$ cat src/rtl/frame_tx_d48.sv
// frame_tx_d48 - transmit-side framer for the dual-channel bus comparator.
//
// Takes a 48-bit payload and computes CRC-16 over it one byte per clock:
// polynomial 0x1021, init 0x0000, MSB-first, no reflection, no final XOR.
// The bytes go in the order payload[47:40] first and payload[7:0] last.
// It then emits the frame {payload, crc} with a dataEn strobe.
//
// Ports
//   i_clk           system clock, rising edge
//   i_rst           asynchronous active-high reset
//   i_payloadIn     48-bit payload, sampled on accept
//   i_payloadValid  payload present
//   o_payloadReady  registered ready; accept = valid & ready
//   i_corruptCrc    sampled on accept; 1 inverts crc[0] of the emitted frame
//   o_dataOut       frame {payload[47:0], crc[15:0]}, held until the next frame load
//   o_dataEn        frame-valid strobe, high for EN_WIDTH cycles
//   o_busy          high whenever the FSM is not idle
//   o_frameCnt      count of emitted frames, wraps 0xFFFF -> 0x0000
module frame_tx_d48 #(
  parameter int unsigned EN_WIDTH   = 1,
  parameter int unsigned GAP_CYCLES = 4
) (
  input  logic        i_clk,
  input  logic        i_rst,
  input  logic [47:0] i_payloadIn,
  input  logic        i_payloadValid,
  output logic        o_payloadReady,
  input  logic        i_corruptCrc,
  output logic [63:0] o_dataOut,
  output logic        o_dataEn,
  output logic        o_busy,
  output logic [15:0] o_frameCnt
);

  typedef enum logic [1:0] {
    ST_IDLE = 2'd0,
    ST_CRC  = 2'd1,
    ST_SEND = 2'd2,
    ST_GAP  = 2'd3
  } state_t;

  // The IDLE cycle that precedes an accept counts as one of the gap cycles.
  // The GAP state therefore lasts GAP_CYCLES-1 cycles.
  localparam logic [7:0] C_EN_LOAD  = 8'(EN_WIDTH - 1);
  localparam bit         C_USE_GAP  = (GAP_CYCLES > 1);
  localparam logic [7:0] C_GAP_LOAD = C_USE_GAP ? 8'(GAP_CYCLES - 2) : 8'd0;

  // One CRC-16/0x1021 step over a full byte, MSB first.
  function automatic logic [15:0] crc16_byte(input logic [15:0] crc_in, input logic [7:0] data);
    logic [15:0] c;
    logic        fb;
    c = crc_in;
    for (int i = 7; i >= 0; i--) begin
      fb = c[15] ^ data[i];
      c  = {c[14:0], 1'b0} ^ (fb ? 16'h1021 : 16'h0000);
    end
    return c;
  endfunction

  state_t      r_state, w_state_nx;
  logic [47:0] r_payload, w_payload_nx;
  logic        r_corrupt, w_corrupt_nx;
  logic [15:0] r_crc, w_crc_nx;
  logic [2:0]  r_byte_idx, w_byte_idx_nx;
  logic [7:0]  r_cnt, w_cnt_nx;
  logic [63:0] r_data_out, w_data_out_nx;
  logic        r_data_en, w_data_en_nx;
  logic [15:0] r_frame_cnt, w_frame_cnt_nx;
  logic        r_ready, r_busy;
  logic        w_accept;
  logic [7:0]  w_byte;

  assign w_accept = i_payloadValid & r_ready;

  // Select the payload byte for the current CRC step.
  always_comb begin
    w_byte = 8'h00;
    case (r_byte_idx)
      3'd0:    w_byte = r_payload[47:40];
      3'd1:    w_byte = r_payload[39:32];
      3'd2:    w_byte = r_payload[31:24];
      3'd3:    w_byte = r_payload[23:16];
      3'd4:    w_byte = r_payload[15:8];
      3'd5:    w_byte = r_payload[7:0];
      default: w_byte = 8'h00;
    endcase
  end

  // Next-state and next-datapath logic for the framer FSM.
  always_comb begin
    w_state_nx     = r_state;
    w_payload_nx   = r_payload;
    w_corrupt_nx   = r_corrupt;
    w_crc_nx       = r_crc;
    w_byte_idx_nx  = r_byte_idx;
    w_cnt_nx       = r_cnt;
    w_data_out_nx  = r_data_out;
    w_data_en_nx   = r_data_en;
    w_frame_cnt_nx = r_frame_cnt;
    case (r_state)
      ST_IDLE: begin
        if (w_accept) begin
          w_payload_nx  = i_payloadIn;
          w_corrupt_nx  = i_corruptCrc;
          w_crc_nx      = 16'h0000;
          w_byte_idx_nx = 3'd0;
          w_state_nx    = ST_CRC;
        end else begin
          w_state_nx = ST_IDLE;
        end
      end
      ST_CRC: begin
        if (r_byte_idx < 3'd6) begin
          w_crc_nx      = crc16_byte(r_crc, w_byte);
          w_byte_idx_nx = r_byte_idx + 3'd1;
        end else begin
          w_data_out_nx  = {r_payload, r_crc ^ {15'd0, r_corrupt}};
          w_data_en_nx   = 1'b1;
          w_frame_cnt_nx = r_frame_cnt + 16'd1;
          w_cnt_nx       = C_EN_LOAD;
          w_state_nx     = ST_SEND;
        end
      end
      ST_SEND: begin
        if (r_cnt == 8'd0) begin
          w_data_en_nx = 1'b0;
          if (C_USE_GAP) begin
            w_cnt_nx   = C_GAP_LOAD;
            w_state_nx = ST_GAP;
          end else begin
            w_state_nx = ST_IDLE;
          end
        end else begin
          w_cnt_nx = r_cnt - 8'd1;
        end
      end
      ST_GAP: begin
        if (r_cnt == 8'd0) begin
          w_state_nx = ST_IDLE;
        end else begin
          w_cnt_nx = r_cnt - 8'd1;
        end
      end
      default: begin
        w_data_en_nx = 1'b0;
        w_state_nx   = ST_IDLE;
      end
    endcase
  end

  // FSM state register.
  always_ff @(posedge i_clk or posedge i_rst) begin
    if (i_rst) begin
      r_state <= ST_IDLE;
    end else begin
      r_state <= w_state_nx;
    end
  end

  // Datapath and output registers.
  // Ready and busy are derived from the next state, so they line up with r_state.
  always_ff @(posedge i_clk or posedge i_rst) begin
    if (i_rst) begin
      r_payload   <= 48'd0;
      r_corrupt   <= 1'b0;
      r_crc       <= 16'h0000;
      r_byte_idx  <= 3'd0;
      r_cnt       <= 8'd0;
      r_data_out  <= 64'd0;
      r_data_en   <= 1'b0;
      r_frame_cnt <= 16'd0;
      r_ready     <= 1'b0;
      r_busy      <= 1'b0;
    end else begin
      r_payload   <= w_payload_nx;
      r_corrupt   <= w_corrupt_nx;
      r_crc       <= w_crc_nx;
      r_byte_idx  <= w_byte_idx_nx;
      r_cnt       <= w_cnt_nx;
      r_data_out  <= w_data_out_nx;
      r_data_en   <= w_data_en_nx;
      r_frame_cnt <= w_frame_cnt_nx;
      r_ready     <= (w_state_nx == ST_IDLE);
      r_busy      <= (w_state_nx != ST_IDLE);
    end
  end

  assign o_payloadReady = r_ready;
  assign o_dataOut      = r_data_out;
  assign o_dataEn       = r_data_en;
  assign o_busy         = r_busy;
  assign o_frameCnt     = r_frame_cnt;

endmodule

$ cat config.mk
export PLATFORM = sky130hd
export DESIGN_NAME = frame_tx_d48
export DESIGN_NICKNAME = d
export VERILOG_FILES = /design/src/rtl/frame_tx_d48.sv
export SDC_FILE = /design/constraint.sdc
export NUM_CORES = 1
export LEC_CHECK = 0
export ABC_AREA = 1
export CORE_MARGIN = 10
export CORE_UTILIZATION = 56
export CTS_CLUSTER_DIAMETER = 30
export CTS_CLUSTER_SIZE = 40
export DETAILED_ROUTE_END_ITERATION = 7
export PLACE_DENSITY = 0.85
export SKIP_LAST_GASP = 1
export SYNTH_ARGS = -nofsm -noshare
export SYNTH_HDL_FRONTEND = slang
export SYNTH_SLANG_ARGS = --single-unit
$ cat constraint.sdc
create_clock -name i_clk -period 17.44 [get_ports i_clk]
set_clock_uncertainty 0.15 [all_clocks]
set_input_delay 3.488 -clock i_clk [delete_from_list [all_inputs] [get_ports i_clk]]
set_output_delay 3.488 -clock i_clk [all_outputs]
set_load 0.1 [all_outputs]
==> flow_metrics.env, run 1 <==
export IMPL_clk_pin_slew_worst_paths_ns=0.06
export IMPL_grt_first_pass_wirelength_um=29470
export IMPL_vias_per_cell=5.192
export IMPL_totalWireLength_um=17860
export IMPL_register_area_um2=4029
export IMPL_floorplan_initialDensity=0.5689
export IMPL_proportion_of_layout_cells_with_a_drive_suffix_above_1=0.04012
export IMPL_syn_num_nets=925
export IMPL_vias_in_the_first_global_route=5967
export IMPL_critical_path_slowest_cell="sky130_fd_sc_hd__inv_2"
export IMPL_synth_area_mux_share=0
export IMPL_port_buffer_count=134
export IMPL_final_slew_viol_count=0
export IMPL_yosys_warnings=0
export IMPL_worstHoldPathType="flop to flop"
export IMPL_asyncSetResetFlopFracSynth=1.000
export IMPL_number_of_antenna_diodes=0
export IMPL_clock_sinks=161
export IMPL_drt_initial_drc_count=498
export IMPL_grt_max_degree=109
export IMPL_cts_tree="yes"
export IMPL_root_buffer="sky130_fd_sc_hd__clkbuf_16"
export IMPL_synth_instances=865
export IMPL_h_tree_lvls=4
export IMPL_yosysUniqueCellTypes=30
export IMPL_multi_input_area_um2=2639
export IMPL_holdBufCountCts=0
export IMPL_worst_path_max_fanout=76
export IMPL_vias=6069
export IMPL_hold_path_startpoint="o_dataOut[21]"
export IMPL_fin_ws_ns=10.99
export IMPL_detail_route_drc_violations=0
export IMPL_maxCapViolCount=0
export IMPL_core_um2=12570
export IMPL_reg2reg_to="r_byte_idx[2]"
export IMPL_drt_pre_antenna_iters=5
export IMPL_netlist_area_um2=7151
export IMPL_yosys_area_share_adder=0.01400
export IMPL_yosysTopAreaCellShare=0.5634
export IMPL_std_cell_rows=41
export IMPL_postCtsSetupBuffers=0
export IMPL_ant_nets=0
export IMPL_worstMarginPinSlew_ns=1.076
export IMPL_ff2ff_setup_slack_ns=13.76
export IMPL_placement_setup_worst_slack_ns=10.54
export IMPL_cts_path_max_buffers=2
export IMPL_mostFrequentLayoutCell="sky130_fd_sc_hd__nand2_1"
export IMPL_globalRouteTotalUtil=0.2038
export IMPL_synth_simple_gate_area_frac=0.2689
export IMPL_post_dp_hpwl_um=12690
export IMPL_critical_path_required_ns=17.57
export IMPL_hold_path_end="o_dataOut[21]"
export IMPL_clock_fmax_ghz=0.1550
export IMPL_worst_setup_path_type="input port to flop"
export IMPL_path_cells="clkdlybuf4s50_1 > nand3_1 > inv_2 > nor2_1 > inv_1 > o22ai_1"
export IMPL_synth_yosys_seq_area_share=0.5634
export IMPL_post_drt_wl_per_cell_um=15.28
export IMPL_critPathLaunchType="input port"
export IMPL_status="finished clean"
export IMPL_setup_worst_path_end_class="flop"
export IMPL_synth_edf_count=0
export IMPL_arrival_time_of_data_at_the_critical_path_endpoint_ns=6.58
export IMPL_clk_insertion_delay_late_ns=0.42
export IMPL_highest_count_cells_in_the_layout_ignoring_fill_and_taps="sky130_fd_sc_hd__nand2_1, sky130_fd_sc_hd__dfrtp_1, sky130_fd_sc_hd__clkdlybuf4s50_1"
export IMPL_synth_ff_latch_count=161
export IMPL_syn_to_final_growth_pct=27.17
export IMPL_synth_top_family_by_area="simple AND/OR/NAND/NOR gates"
export IMPL_gr_total_overflow=0
export IMPL_postCtsResizedCells=0
export IMPL_relative_slew_margins=0.2826
export IMPL_syn_mean_instance_area_um2=8.267
export IMPL_layout_min_cycle_time_ns=6.452
export IMPL_netlist_top_cells_area="sky130_fd_sc_hd__dfrtp_1, sky130_fd_sc_hd__nand2_1, sky130_fd_sc_hd__o21ai_0"
export IMPL_setup_tns_ns=0
export IMPL_grt_antenna_before_repair=0
export IMPL_die_h_um=133
export IMPL_synth_compound_area_frac=0.06649
export IMPL_place_congestion=0.8622
export IMPL_fillerInstances=932
export IMPL_chipWidth_um=133
export IMPL_numCtsBuffers=17
export IMPL_rsz0062_at_grt="false"
export IMPL_design_portCount=135
export IMPL_layout_nets=1047
export IMPL_r2r_start="r_state[0]"
export IMPL_yosysTopAreaCell="sky130_fd_sc_hd__dfrtp_1"
export IMPL_hold_viol=0
export IMPL_hold_path_cell_count=2
export IMPL_setup_violations=0
export IMPL_die_area_um2=17690
export IMPL_ys_dominant_reg_cell="sky130_fd_sc_hd__dfrtp_1"
export IMPL_max_stage_delay_ns=1.06
export IMPL_synth_xor_xnor_area_share=0.01960
export IMPL_worst_r2r_cell_count=6
export IMPL_post_route_period_util=0.3699
## logic make-up (layout without fill, tap and decap cells)
| family | count (synthesis) | in the layout |
|---|---|---|
| AO/OA/AOI/OAI | 90 | 90 |
| flip-flops | 161 | 161 |
| AND/OR/NAND/NOR | 471 | 471 |
| adder cells (fa/ha/maj) | 8 | 8 |
| buffers and inverters | 119 | 251 |
| XOR/XNOR | 16 | 16 |
## flip-flops by register name, summed over array words and instances (netlist names), 2 cells and up
register and flops:
r_state 2, o_dataOut 64, r_crc 16, r_cnt 8
r_byte_idx 3, r_payload 48, o_frameCnt 16
## worst max-delay path, delay by kind of cell
kind	cells	cell delay, ns
compound gates	1	0.11
buf+inv	3	1.90
simple gates	2	1.06
## per-layer routing
| metal | routed length, um | part of all wire | track usage |
|---|---|---|---|
| met1 | 7739 | 0.43 | 0.2547 |
| met2 | 8377 | 0.47 | 0.3246 |
| met3 | 1275 | 0.071 | 0.06018 |
| met4 | 468 | 0.026 | 0.08130 |
| met5 | 0 | 0 | 0 |
## through the flow
stage	util	hold WS, ns	std cells	cell area [um^2]
5_1_grt	0.7235	0.3395	1169	9094
4_1_cts	0.7235	0.3216	1169	9094
2_1_floorplan	-	0.3192	865	7151
3_5_place_dp	0.6816	0.3072	1140	8567
3_3_place_gp	0.6816	0.3022	1140	8567
6_report	0.7235	0.3151	1169	9094
## synth_stat cells (all sizes together) (2+ instances only)
library cell  instances
nand2               353
dfrtp               161
inv                  86
o21ai                80
nand3                69
nor2                 40
buf                  19
clkbuf               14
xor2                  9
ha                    8
xnor2                 7
nand4                 4
a21oi                 3
o22ai                 3
and3                  2
## how the worst max path moves through the flow
stage               depth (start not counted)  slack (ns)            end           start
floorplan                                   1        9.45         o_busy           i_rst
global placement                            6       10.63  r_byte_idx[2]  i_payloadValid
detailed placement                          6       10.54      r_crc[10]  i_payloadValid
CTS                                         6       10.98       r_crc[2]  i_payloadValid
global route                                6       10.66       r_crc[2]  i_payloadValid
finish                                      6       10.99  r_byte_idx[2]  i_payloadValid
## layout make-up
class / count / share of cell area
Clock inverter: 7 / 0.006879
Timing Repair Buffer: 136 / 0.1491
Inverter: 86 / 0.03605
Sequential cell: 161 / 0.4430
Multi-Input combinational cell: 585 / 0.2902
Tap cell: 172 / 0.02367
Clock buffer: 22 / 0.05105
Power of run 1 is not shown: default switching activity piles up to over one toggle a cycle in this logic, so the estimate is an artifact.
==> inputs of run 2 (changes only) <==
- CORE_UTILIZATION: 56 -> 52
- PLACE_DENSITY: 0.85 -> 0.8
- clock period: 17.44 -> 6.7 ns (I/O delays scaled with it)
==> flow_metrics.env, run 2 (synthesis gave the netlist of run 1 again) <==
export IMPL_grt_max_degree=122
export IMPL_reg2reg_to="r_crc[6]"
export IMPL_vias=6028
export IMPL_timing_critical_path_buf_inv=1
export IMPL_post_drt_wl_per_cell_um=15.43
export IMPL_drt_pre_antenna_iters=5
export IMPL_detail_route_drc_violations=0
export IMPL_holdBufCountCts=0
export IMPL_setup_violations=0
export IMPL_layout_min_cycle_time_ns=3.519
export IMPL_fillerInstances=1112
export IMPL_final_slew_viol_count=0
export IMPL_worstMarginPinSlew_ns=1.056
export IMPL_hold_viol=0
export IMPL_critical_path_required_ns=5.21
export IMPL_chipWidth_um=137.3
export IMPL_ant_nets=0
export IMPL_ff2ff_setup_slack_ns=3.52
export IMPL_port_buffer_count=134
export IMPL_maxCapViolCount=0
export IMPL_placement_setup_worst_slack_ns=2.934
export IMPL_drt_initial_drc_count=576
export IMPL_h_tree_lvls=4
export IMPL_placedInstanceArea_um2=8587
export IMPL_grt_first_pass_wirelength_um=29440
export IMPL_std_cell_rows=42
export IMPL_syn_to_final_growth_pct=28.80
export IMPL_worst_setup_path_type="flop to output port"
export IMPL_largest_register_ffs=64
export IMPL_hold_path_startpoint="o_dataOut[60]"
export IMPL_status="finished clean"
export IMPL_clk_pin_slew_worst_paths_ns=0.06
export IMPL_gr_total_overflow=0
export IMPL_globalRouteTotalUtil=0.1980
export IMPL_worst_path_max_fanout=5
export IMPL_hold_path_cell_count=2
export IMPL_postCtsSetupBuffers=0
export IMPL_totalWireLength_um=18170
export IMPL_critPathLaunchType="flop"
export IMPL_max_stage_delay_ns=1.17
export IMPL_clk_insertion_delay_late_ns=0.42
export IMPL_die_area_um2=18840
export IMPL_numCtsBuffers=17
export IMPL_highest_count_cells_in_the_layout_ignoring_fill_and_taps="sky130_fd_sc_hd__nand2_1, sky130_fd_sc_hd__dfrtp_1, sky130_fd_sc_hd__clkdlybuf4s50_1"
export IMPL_rsz0062_at_grt="false"
export IMPL_mostFrequentLayoutCell="sky130_fd_sc_hd__nand2_1"
export IMPL_worstHoldPathType="flop to flop"
export IMPL_place_inst=1146
export IMPL_place_congestion=0.8795
export IMPL_cts_path_max_buffers=2
export IMPL_stdcell_count=1177
export IMPL_core_um2=13350
export IMPL_clock_fmax_ghz=0.2842
export IMPL_grt_antenna_before_repair=1
export IMPL_floorplan_initialDensity=0.5357
export IMPL_layout_nets=1049
export IMPL_finalInstanceArea_um2=9210
export IMPL_post_route_period_util=0.5253
export IMPL_fin_ws_ns=3.181
export IMPL_vias_in_the_first_global_route=5872
export IMPL_clock_sinks=161
export IMPL_worst_r2r_cell_count=13
export IMPL_hold_path_end="o_dataOut[60]"
export IMPL_r2r_start="r_byte_idx[2]"
export IMPL_die_h_um=137.3
export IMPL_path_cells="clkdlybuf4s50_1"
export IMPL_post_dp_hpwl_um=12980
export IMPL_root_buffer="sky130_fd_sc_hd__clkbuf_16"
export IMPL_relative_slew_margins=0.2961
export IMPL_setup_tns_ns=0
export IMPL_setup_worst_path_end_class="output port"
export IMPL_cts_tree="yes"
export IMPL_critical_path_slowest_cell="sky130_fd_sc_hd__clkdlybuf4s50_1"
export IMPL_vias_per_cell=5.121
export IMPL_proportion_of_layout_cells_with_a_drive_suffix_above_1=0.04200
export IMPL_cp_top_family="buffers and inverters"
export IMPL_arrival_time_of_data_at_the_critical_path_endpoint_ns=2.03
export IMPL_postCtsResizedCells=0
export IMPL_design_portCount=135
-- run 2: cell types whose count changed in the layout (fill, tap and decap cells not counted) --
| cell | before | now |
|---|---|---|
| sky130_fd_sc_hd__clkinvlp_4 | 1 | 0 |
| sky130_fd_sc_hd__clkinv_2 | 5 | 1 |
| sky130_fd_sc_hd__bufinv_16 | 1 | 4 |
| sky130_fd_sc_hd__buf_4 | 2 | 4 |
| sky130_fd_sc_hd__clkbuf_1 | 3 | 4 |
| sky130_fd_sc_hd__clkbuf_8 | 2 | 4 |
| sky130_fd_sc_hd__diode_2 | 0 | 1 |
-- run 2: worst max path at each step --
| stage | start | end | slack, ns | depth (start not counted) |
|---|---|---|---|---|
| final | o_frameCnt[9] | o_frameCnt[9] | 3.18 | 1 |
| after global routing | i_payloadValid | r_payload[40] | 3.09 | 6 |
| after CTS | o_frameCnt[9] | o_frameCnt[9] | 3.16 | 1 |
| after detailed placement | i_payloadValid | r_payload[22] | 2.93 | 5 |
| after global placement | i_payloadValid | r_payload[14] | 3.02 | 5 |
| after floorplan | i_rst | o_busy | 0.86 | 1 |
-- run 2: per-stage QoR --
stage / util / hold WS, ns
floorplan: - / 0.3192
global placement: 0.6433 / 0.3039
detailed placement: 0.6433 / 0.3076
CTS: 0.6898 / 0.3230
global route: 0.6898 / 0.3441
finish: 0.6900 / 0.3187
-- run 2: layout make-up --
class	count	area, um^2	area share
Tap cell	176	220.2	0.02391
Antenna cell	1	2.502	0.0002717
Timing Repair Buffer	138	1371	0.1489
Clock buffer	25	495.5	0.05380
Inverter	86	327.8	0.03559
Multi-Input combinational cell	585	2639	0.2865
Clock inverter	5	125.1	0.01359
Sequential cell	161	4029	0.4374
-- run 2: worst reg2reg max path, stage by stage, from the launching register on --
cell	delay, ns
sky130_fd_sc_hd__dfrtp_1	0.82
sky130_fd_sc_hd__inv_1	0.44
sky130_fd_sc_hd__ha_1	0.45
sky130_fd_sc_hd__nand2_1	0.12
sky130_fd_sc_hd__nand2_1	0.06
sky130_fd_sc_hd__nor2_1	0.28
sky130_fd_sc_hd__nand2_1	0.13
sky130_fd_sc_hd__nand2_1	0.08
sky130_fd_sc_hd__nand2_1	0.10
sky130_fd_sc_hd__nand3_1	0.13
sky130_fd_sc_hd__nand2_1	0.11
sky130_fd_sc_hd__nand2_1	0.07
sky130_fd_sc_hd__nand3_1	0.08
sky130_fd_sc_hd__nand2_1	0.09
-- run 2: metal layers --
metal / share of wire / track usage / vias up
li1: - / - / 2954
met1: 0.43 / 0.2485 / 2853
met2: 0.47 / 0.3160 / 192
met3: 0.080 / 0.05572 / 29
met4: 0.023 / 0.08138 / 0
met5: 0 / 0 / -
Power of run 2 is left out for the same reason.
